**config.mk**
```make
export PLATFORM = sky130hd
export DESIGN_NAME = phase_bcd_counter
export DESIGN_NICKNAME = d
export VERILOG_FILES = /design/src/rtl/phase_bcd_counter.sv
export SDC_FILE = /design/constraint.sdc
export NUM_CORES = 1
export LEC_CHECK = 0
export CORE_MARGIN = 1.5
export CORE_UTILIZATION = 57
export DETAILED_ROUTE_END_ITERATION = 7
export PLACE_DENSITY = 0.83
export SYNTH_ARGS = -nofsm -noshare
export SYNTH_HDL_FRONTEND = slang
export SYNTH_SLANG_ARGS = --single-unit
export TNS_END_PERCENT = 100
```
**constraint.sdc**
```tcl
create_clock -name CLK -period 3.14 [get_ports CLK]
set_input_delay 0.314 -clock CLK [delete_from_list [all_inputs] [get_ports CLK]]
set_output_delay 0.314 -clock CLK [all_outputs]
set_load 0.02 [all_outputs]
```
**src/rtl/phase_bcd_counter.sv**
```systemverilog
// phase_bcd_counter: 3-digit BCD count step driven by a 5-phase one-hot sequencer.
// Build option: CNT_DOWN_EN adds dn for down counting with borrow.
//
// Ports:
//   CLK            rising-edge clock
//   RST            synchronous active-high reset
//   ph[4:0]        one-hot phase (0 = idle)
//   clr            synchronous clear of count and flags
//   dn             count direction, only with CNT_DOWN_EN (1 = down)
//   disp_h/t/o     latched BCD display digits
//   wrap           one-cycle pulse after the wrapping ph[3]
//   err            sticky multi-hot phase flag
module phase_bcd_counter #(
  parameter int TERM = 499
) (
  input  logic       CLK,
  input  logic       RST,
  input  logic [4:0] ph,
  input  logic       clr,
`ifdef CNT_DOWN_EN
  input  logic       dn,
`endif
  output logic [3:0] disp_h,
  output logic [3:0] disp_t,
  output logic [3:0] disp_o,
  output logic       wrap,
  output logic       err
);

  localparam logic [3:0] TERM_H = 4'((TERM / 100) % 10);
  localparam logic [3:0] TERM_T = 4'((TERM / 10) % 10);
  localparam logic [3:0] TERM_O = 4'(TERM % 10);

  function automatic logic [3:0] bcd_inc(input logic [3:0] d);
    return (d == 4'd9) ? 4'd0 : d + 4'd1;
  endfunction

  function automatic logic [3:0] bcd_dec(input logic [3:0] d);
    return (d == 4'd0) ? 4'd9 : d - 4'd1;
  endfunction

  logic [3:0] wh_q, wh_d, wt_q, wt_d, wo_q, wo_d;
  logic [3:0] dh_q, dh_d, dt_q, dt_d, do_q, do_d;
  logic       c1_q, c1_d, c2_q, c2_d, tc_q, tc_d;
  logic       wrap_q, wrap_d, err_q, err_d;
  logic       dir_q, dir_d;
  logic       dir;
  logic       multi;
  logic       at_term, at_zero;

  // ph[0] uses dn directly so the whole sequence, including the
  // first step, follows the direction captured at that phase.
`ifdef CNT_DOWN_EN
  assign dir = ph[0] ? dn : dir_q;
`else
  assign dir = 1'b0;
`endif

  assign multi   = (ph & (ph - 5'd1)) != 5'd0;
  assign at_term = (wh_q == TERM_H) && (wt_q == TERM_T) && (wo_q == TERM_O);
  assign at_zero = (wh_q == 4'd0) && (wt_q == 4'd0) && (wo_q == 4'd0);

  always_comb begin
    wh_d   = wh_q;
    wt_d   = wt_q;
    wo_d   = wo_q;
    dh_d   = dh_q;
    dt_d   = dt_q;
    do_d   = do_q;
    c1_d   = c1_q;
    c2_d   = c2_q;
    tc_d   = tc_q;
    err_d  = err_q;
    dir_d  = dir_q;
    wrap_d = 1'b0;
    if (clr) begin
      wh_d  = 4'd0;
      wt_d  = 4'd0;
      wo_d  = 4'd0;
      dh_d  = 4'd0;
      dt_d  = 4'd0;
      do_d  = 4'd0;
      c1_d  = 1'b0;
      c2_d  = 1'b0;
      tc_d  = 1'b0;
      err_d = 1'b0;
      dir_d = 1'b0;
    end else if (ph == 5'd0) begin
      // idle
    end else if (multi) begin
      err_d = 1'b1;
    end else begin
      unique case (1'b1)
        ph[0]: begin
          dir_d = dir;
          if (dir) begin
            tc_d = at_zero;
            c1_d = (wo_q == 4'd0);
            wo_d = bcd_dec(wo_q);
          end else begin
            tc_d = at_term;
            c1_d = (wo_q == 4'd9);
            wo_d = bcd_inc(wo_q);
          end
        end
        ph[1]: begin
          c2_d = 1'b0;
          if (c1_q) begin
            c2_d = dir ? (wt_q == 4'd0) : (wt_q == 4'd9);
            wt_d = dir ? bcd_dec(wt_q) : bcd_inc(wt_q);
          end
        end
        ph[2]: begin
          if (c2_q)
            wh_d = dir ? bcd_dec(wh_q) : bcd_inc(wh_q);
        end
        ph[3]: begin
          if (tc_q) begin
            wrap_d = 1'b1;
            wh_d   = dir ? TERM_H : 4'd0;
            wt_d   = dir ? TERM_T : 4'd0;
            wo_d   = dir ? TERM_O : 4'd0;
          end
          c1_d = 1'b0;
          c2_d = 1'b0;
          tc_d = 1'b0;
        end
        ph[4]: begin
          dh_d = wh_q;
          dt_d = wt_q;
          do_d = wo_q;
        end
        default: ;
      endcase
    end
  end

  always_ff @(posedge CLK) begin
    if (RST) begin
      wh_q   <= 4'd0;
      wt_q   <= 4'd0;
      wo_q   <= 4'd0;
      dh_q   <= 4'd0;
      dt_q   <= 4'd0;
      do_q   <= 4'd0;
      c1_q   <= 1'b0;
      c2_q   <= 1'b0;
      tc_q   <= 1'b0;
      wrap_q <= 1'b0;
      err_q  <= 1'b0;
      dir_q  <= 1'b0;
    end else begin
      wh_q   <= wh_d;
      wt_q   <= wt_d;
      wo_q   <= wo_d;
      dh_q   <= dh_d;
      dt_q   <= dt_d;
      do_q   <= do_d;
      c1_q   <= c1_d;
      c2_q   <= c2_d;
      tc_q   <= tc_d;
      wrap_q <= wrap_d;
      err_q  <= err_d;
      dir_q  <= dir_d;
    end
  end

  assign disp_h = dh_q;
  assign disp_t = dt_q;
  assign disp_o = do_q;
  assign wrap   = wrap_q;
  assign err    = err_q;

endmodule

```
Yosys cells after proc, flatten, opt, wreduce, memory -nomap -nowiden --
Cells that the tools add are included.
Word-level totals: output and inout port bits 14, input port bits 8, register bits after elaboration 29
Cells by class: reduce and logical (&&, ||, !) cells 16, bitwise gates (word level) 4, $add $sub $neg 4, eq/ne operators 7, mux-type cells 14
Operators by type and width (number):
- $mux 4 | 6
- $pmux 4 s2 | 3
- $add 4x1->4 const B | 3
- $eq 4x4->1 const B | 3
- $reduce_and 5->1 | 2
- $reduce_and 3->1 | 3
- $ne 2x1->1 const B | 3
- $pmux 1 s2 | 3
- $reduce_bool 2->1 | 3
- $and 5x5->5 | 1
- $logic_not 5->1 | 1
- $reduce_bool 5->1 | 1
- $reduce_or 5->1 | 1
- $sub 5x1->5 const B | 1
- $eq 4x3->1 const B | 1
- $reduce_and 4->1 | 1
- $not 1->1 | 3
- $logic_and 1x1->1 | 2
- $mux 1 | 2
- $reduce_and 2->1 | 1
- $reduce_or 2->1 | 1

Longest topological paths before layout --
depth in word-level cells 5, depth in mapped cells 7

Least setup slack after synthesis --
OpenSTA, ideal clock, no wires.
path type input to register, start point in ph[1], end point reg dh_q[3], in the netlist disp_h[3], path buffers 3, library setup time 128 ps, setup slack 1395 ps, data required time 3012 ps, arrival time 1618 ps, stages on the path 7, path through buf_6 -> or3_4 -> or3b_1 -> buf_6 -> buf_12 -> mux2i_1 -> nor2_1
On the way: longest elaborated chain between the ends 5, elaborated cells on any way between the ends 7, those cells by class add/sub: 1; bitwise: 3; reduce/logical: 3
Ends and longest elaborated chain:
- from (decl) | line 18 | input logic [4:0] ph,
- $sub 5x1->5 | line 59 | assign multi = (ph & (ph - 5'd1)) != 5'd0;
- $and 5x5->5 | line 59
- $reduce_bool 5->1 | line 59
- $not 1->1 (no line)
- $reduce_and 3->1 (no line) *
- to (signal assigned) | line 156 | dh_q <= dh_d;
- to (decl) | line 43 | logic [3:0] dh_q, dh_d, dt_q, dt_d, do_q, do_d;
Every way passes the cells marked *; elsewhere a longest branch is shown, timed or not. A chain may end at the register's enable or synchronous reset.

Final worst setup path --
Ends and elaborated chain as after synthesis.

==> summary.md <==
| Metric | Value |
|---|---|
| Cell area after synthesis | `1470 um^2` |
| PortBufs | `21` |
| Clock Root Buffer | `clkbuf_4` |
| Final Hold Viols | `0` |
| Met1 usage | `27.9%` |
| Routed vias/inst | `6.00` |
| Antenna viol nets, final | `0` |
| CTS clk-pin slew, worst paths | `0.09 ns` |
| Number of DRC markers in iteration 0 | `28` |
| Number of library cell types mapped by synthesis | `42` |
| Seq/Total Area, Yosys | `39.4%` |
| Max Slew Vio Count | `0` |
| Internal power | `0.000492 W` |
| Worst hold slack | `0.501 ns` |
| Tot GR Track Use | `23.5%` |
| Hold Crit Class | `flip-flop to flip-flop` |
| Max-Cap Viols | `0` |
| Final worst-path cycle share | `67.8%` |
| Post-route setup slack | `1.01 ns` |
| RSZ-0062 raised after global routing | `no` |
| Via count | `1271` |
| Met2 GRT Util | `40.4%` |
| Placed Area | `1650 um^2` |
| Met3 Use GR | `5.28%` |
| Critical Path Max Stage Delay | `0.68 ns` |
| Bufs and invs on worst path | `1` |
| Crit path DAT | `2.33 ns` |
| Final instance area | `1700 um^2` |
| Post-CTS Setup Repair Bufs | `0` |
| Top_reg_cell synth | `dfxtp_1` |
| Post-route insts no fill | `212` |
| DP HPWL | `2130 um` |
| Clock skew | `0.00575 ns` |
| DRT Wirelength | `2970 um` |
| Total gr overflow | `0` |
| Synth warnings | `0` |
| Clk sink count | `29` |
| Number of flops mapped to enable cells by yosys | `0` |
| NumNets Final | `194` |
| Top-level I/O count | `22` |
| Cells after synthesis | `165` |
| Status | `finished, final reports clean` |
| Setup crit end kind | `flip-flop` |
| Fin crit period | `2.13 ns` |
| Crit-path slowest cell | `or3b_1` |
| Startpoint Class | `input port` |
| Row cnt | `18` |
| CTS tree | `built` |
| Slew HR | `55.3%` |
| Area of the die | `2900 um^2` |
| Area delta synth->final | `15.5%` |
| Actual slew at the worst max-slew pin | `0.671 ns` |
| P per Cell Area | `374 nW/um^2` |
| Critical Path RT | `3.34 ns` |
| Comb pwr share | `6.8%` |
| Initial Util | `60.0%` |
| Die extent in x | `53.9 um` |
| Layout cell share with drive strength beyond 1 | `6.59%` |
| Post-route DRC violation count | `0` |
| Worst IR drop on VDD | `317 uV` |
| Peak Freq | `470 MHz` |
| Die Y | `53.9 um` |
| Synthesis-stage register bit count | `29` |
| Core footprint | `2450 um^2` |
| Psw | `0.000145 W` |
| Setup TNS | `0 ns` |
| Initial antenna violation count | `0` |
| Sequential share of power | `57.9%` |
| Mapped Nets | `177` |
| Critical Path Fanout Max | `12` |
| Largest net degree at the start of global routing | `27` |
| Hold-fix buffers, CTS | `0` |
| Bufs on Longest Clock Path | `2` |
| First-pass GRT wire length | `4920 um` |
| Number of global-route vias before repair | `1117` |
| Placed insts | `205` |
| Placer Congestion | `0.875` |
| Worst slack, placed | `0.671 ns` |
| Worst Setup Path Type | `input port to flip-flop` |
| # setup viols final | `0` |
| Synth Area per Inst | `8.93 um^2` |
| TritonCTS Buffers | `5` |
| Clock share of power | `35.3%` |
| Drt pass-1 iters | `4` |
| Critical-path cell list | `clkdlybuf4s50_1 -> or3_4 -> or3b_1 -> mux2i_1 -> nor2_1` |
| Cts repair resizes | `0` |
| Family with the most delay on the worst path | `simple AND/OR/NAND/NOR gates` |
| H-tree depth | `2` |
| Routed len/inst | `14.0 um` |
| N_diodes | `0` |
| Sw frac | `22.8%` |
| Clock latency on the worst-skew pair | `0.32 ns` |
| P_leak | `0.666 nW` |
| Busiest layer in global routing | `met2` |
| FFs w/ async S/R, synth | `0%` |
==> registers in the layout, indices dropped and copies added, names as in the netlist <==
signal and cells:
wo_q 4, disp_o 4, disp_h 4, wrap 1, tc_q 1, disp_t 4
wt_q 4, c2_q 1, err 1, c1_q 1, wh_q 4
==> placed cells by master (no fill, tap or decap), types with 2 or more instances in the layout <==
cell             count
dfxtp_1             29
clkdlybuf4s50_1     21
nor2_1              20
mux2i_1             14
a21oi_1             11
o21ai_0              9
nand3_1              8
nand2_1              7
and3b_1              6
or4_1                5
clkbuf_4             5
ha_1                 4
nor2b_1              3
nor3_1               3
nand2b_1             3
inv_1                2
or2_2                2
o21ai_1              2
o31ai_1              2
nand4b_1             2
o211ai_1             2
nor3b_1              2
==> path summary, 6_finish.rpt <==
check / startpoint / depth (start not counted) / to / slack, ns
max: ph[1] / 5 / disp_h[3] / 1.01
min: disp_o[3] / 2 / disp_o[3] / 0.50
max reg2reg: wt_q[1] / 5 / wt_q[0] / 1.58
min reg2reg: disp_o[3] / 2 / disp_o[3] / 0.50
==> layout make-up <==
type	count	area [um^2]
Timing Repair Buffer	22	218
Fill cell	203	752
Clock buffer	7	55.1
Tap cell	30	37.5
Inverter	2	7.51
Multi-Input combinational cell	122	805
Sequential cell	29	581
==> per-layer routing <==
| layer | up-vias | part of all wire [%] |
|---|---|---|
| met5 | - | 0 |
| met2 | 29 | 49 |
| li1 | 628 | - |
| met3 | 7 | 3.9 |
| met1 | 607 | 45 |
| met4 | 0 | 1.9 |
==> power by group through the flow <==
stage	clock network [W]	registers [W]	logic, W
after floorplan	0	0.000378	0.0000284
after global placement	0	0.000377	0.0000416
after detailed placement	0	0.000377	0.0000432
after CTS	0.000230	0.000369	0.0000434
after global routing	0.000245	0.000369	0.0000475
final	0.000225	0.000369	0.0000436
==> cells in the mapped netlist, types with 3 or more instances <==
cell / n / area share, %
a21oi_1: 11 / 3.7
nor2_1: 20 / 5.1
and3b_1: 6 / 3.6
nor3_1: 3 / 1.0
mux2i_1: 14 / 9.5
or4_1: 5 / 2.5
clkbuf_1: 7 / 1.8
o21ai_0: 9 / 3.1
nor2b_1: 3 / 1.3
nand2b_1: 3 / 1.3
ha_1: 4 / 3.4
nand2_1: 7 / 1.8
dfxtp_1: 29 / 39
nand3_1: 8 / 2.7
==> cells by family after synthesis <==
group	Yosys count	share of synthesized area, %
adders and majority gates	5	4.07
buffers and inverters	14	6.03
xor gates and xnor gates	1	0.594
muxes	14	9.51
AOI/OAI and AO/OA	31	12.2
and+or+nand+nor	71	28.2
DFF	29	39.4
==> stage by stage <==
| stage | total power [W] | util [%] |
|---|---|---|
| floorplan | 0.000407 | - |
| global placement | 0.000419 | 67.1 |
| detailed placement | 0.000421 | 67.1 |
| CTS | 0.000642 | 69.4 |
| global route | 0.000661 | 69.4 |
| finish | 0.000637 | 69.4 |
==> tightest hold or removal path: stages (launching register included) <==
cell,delay [ns]
dfxtp_1,0.33
mux2i_1,0.07
nor2_1,0.07
(Power assumes the default switching activity.)
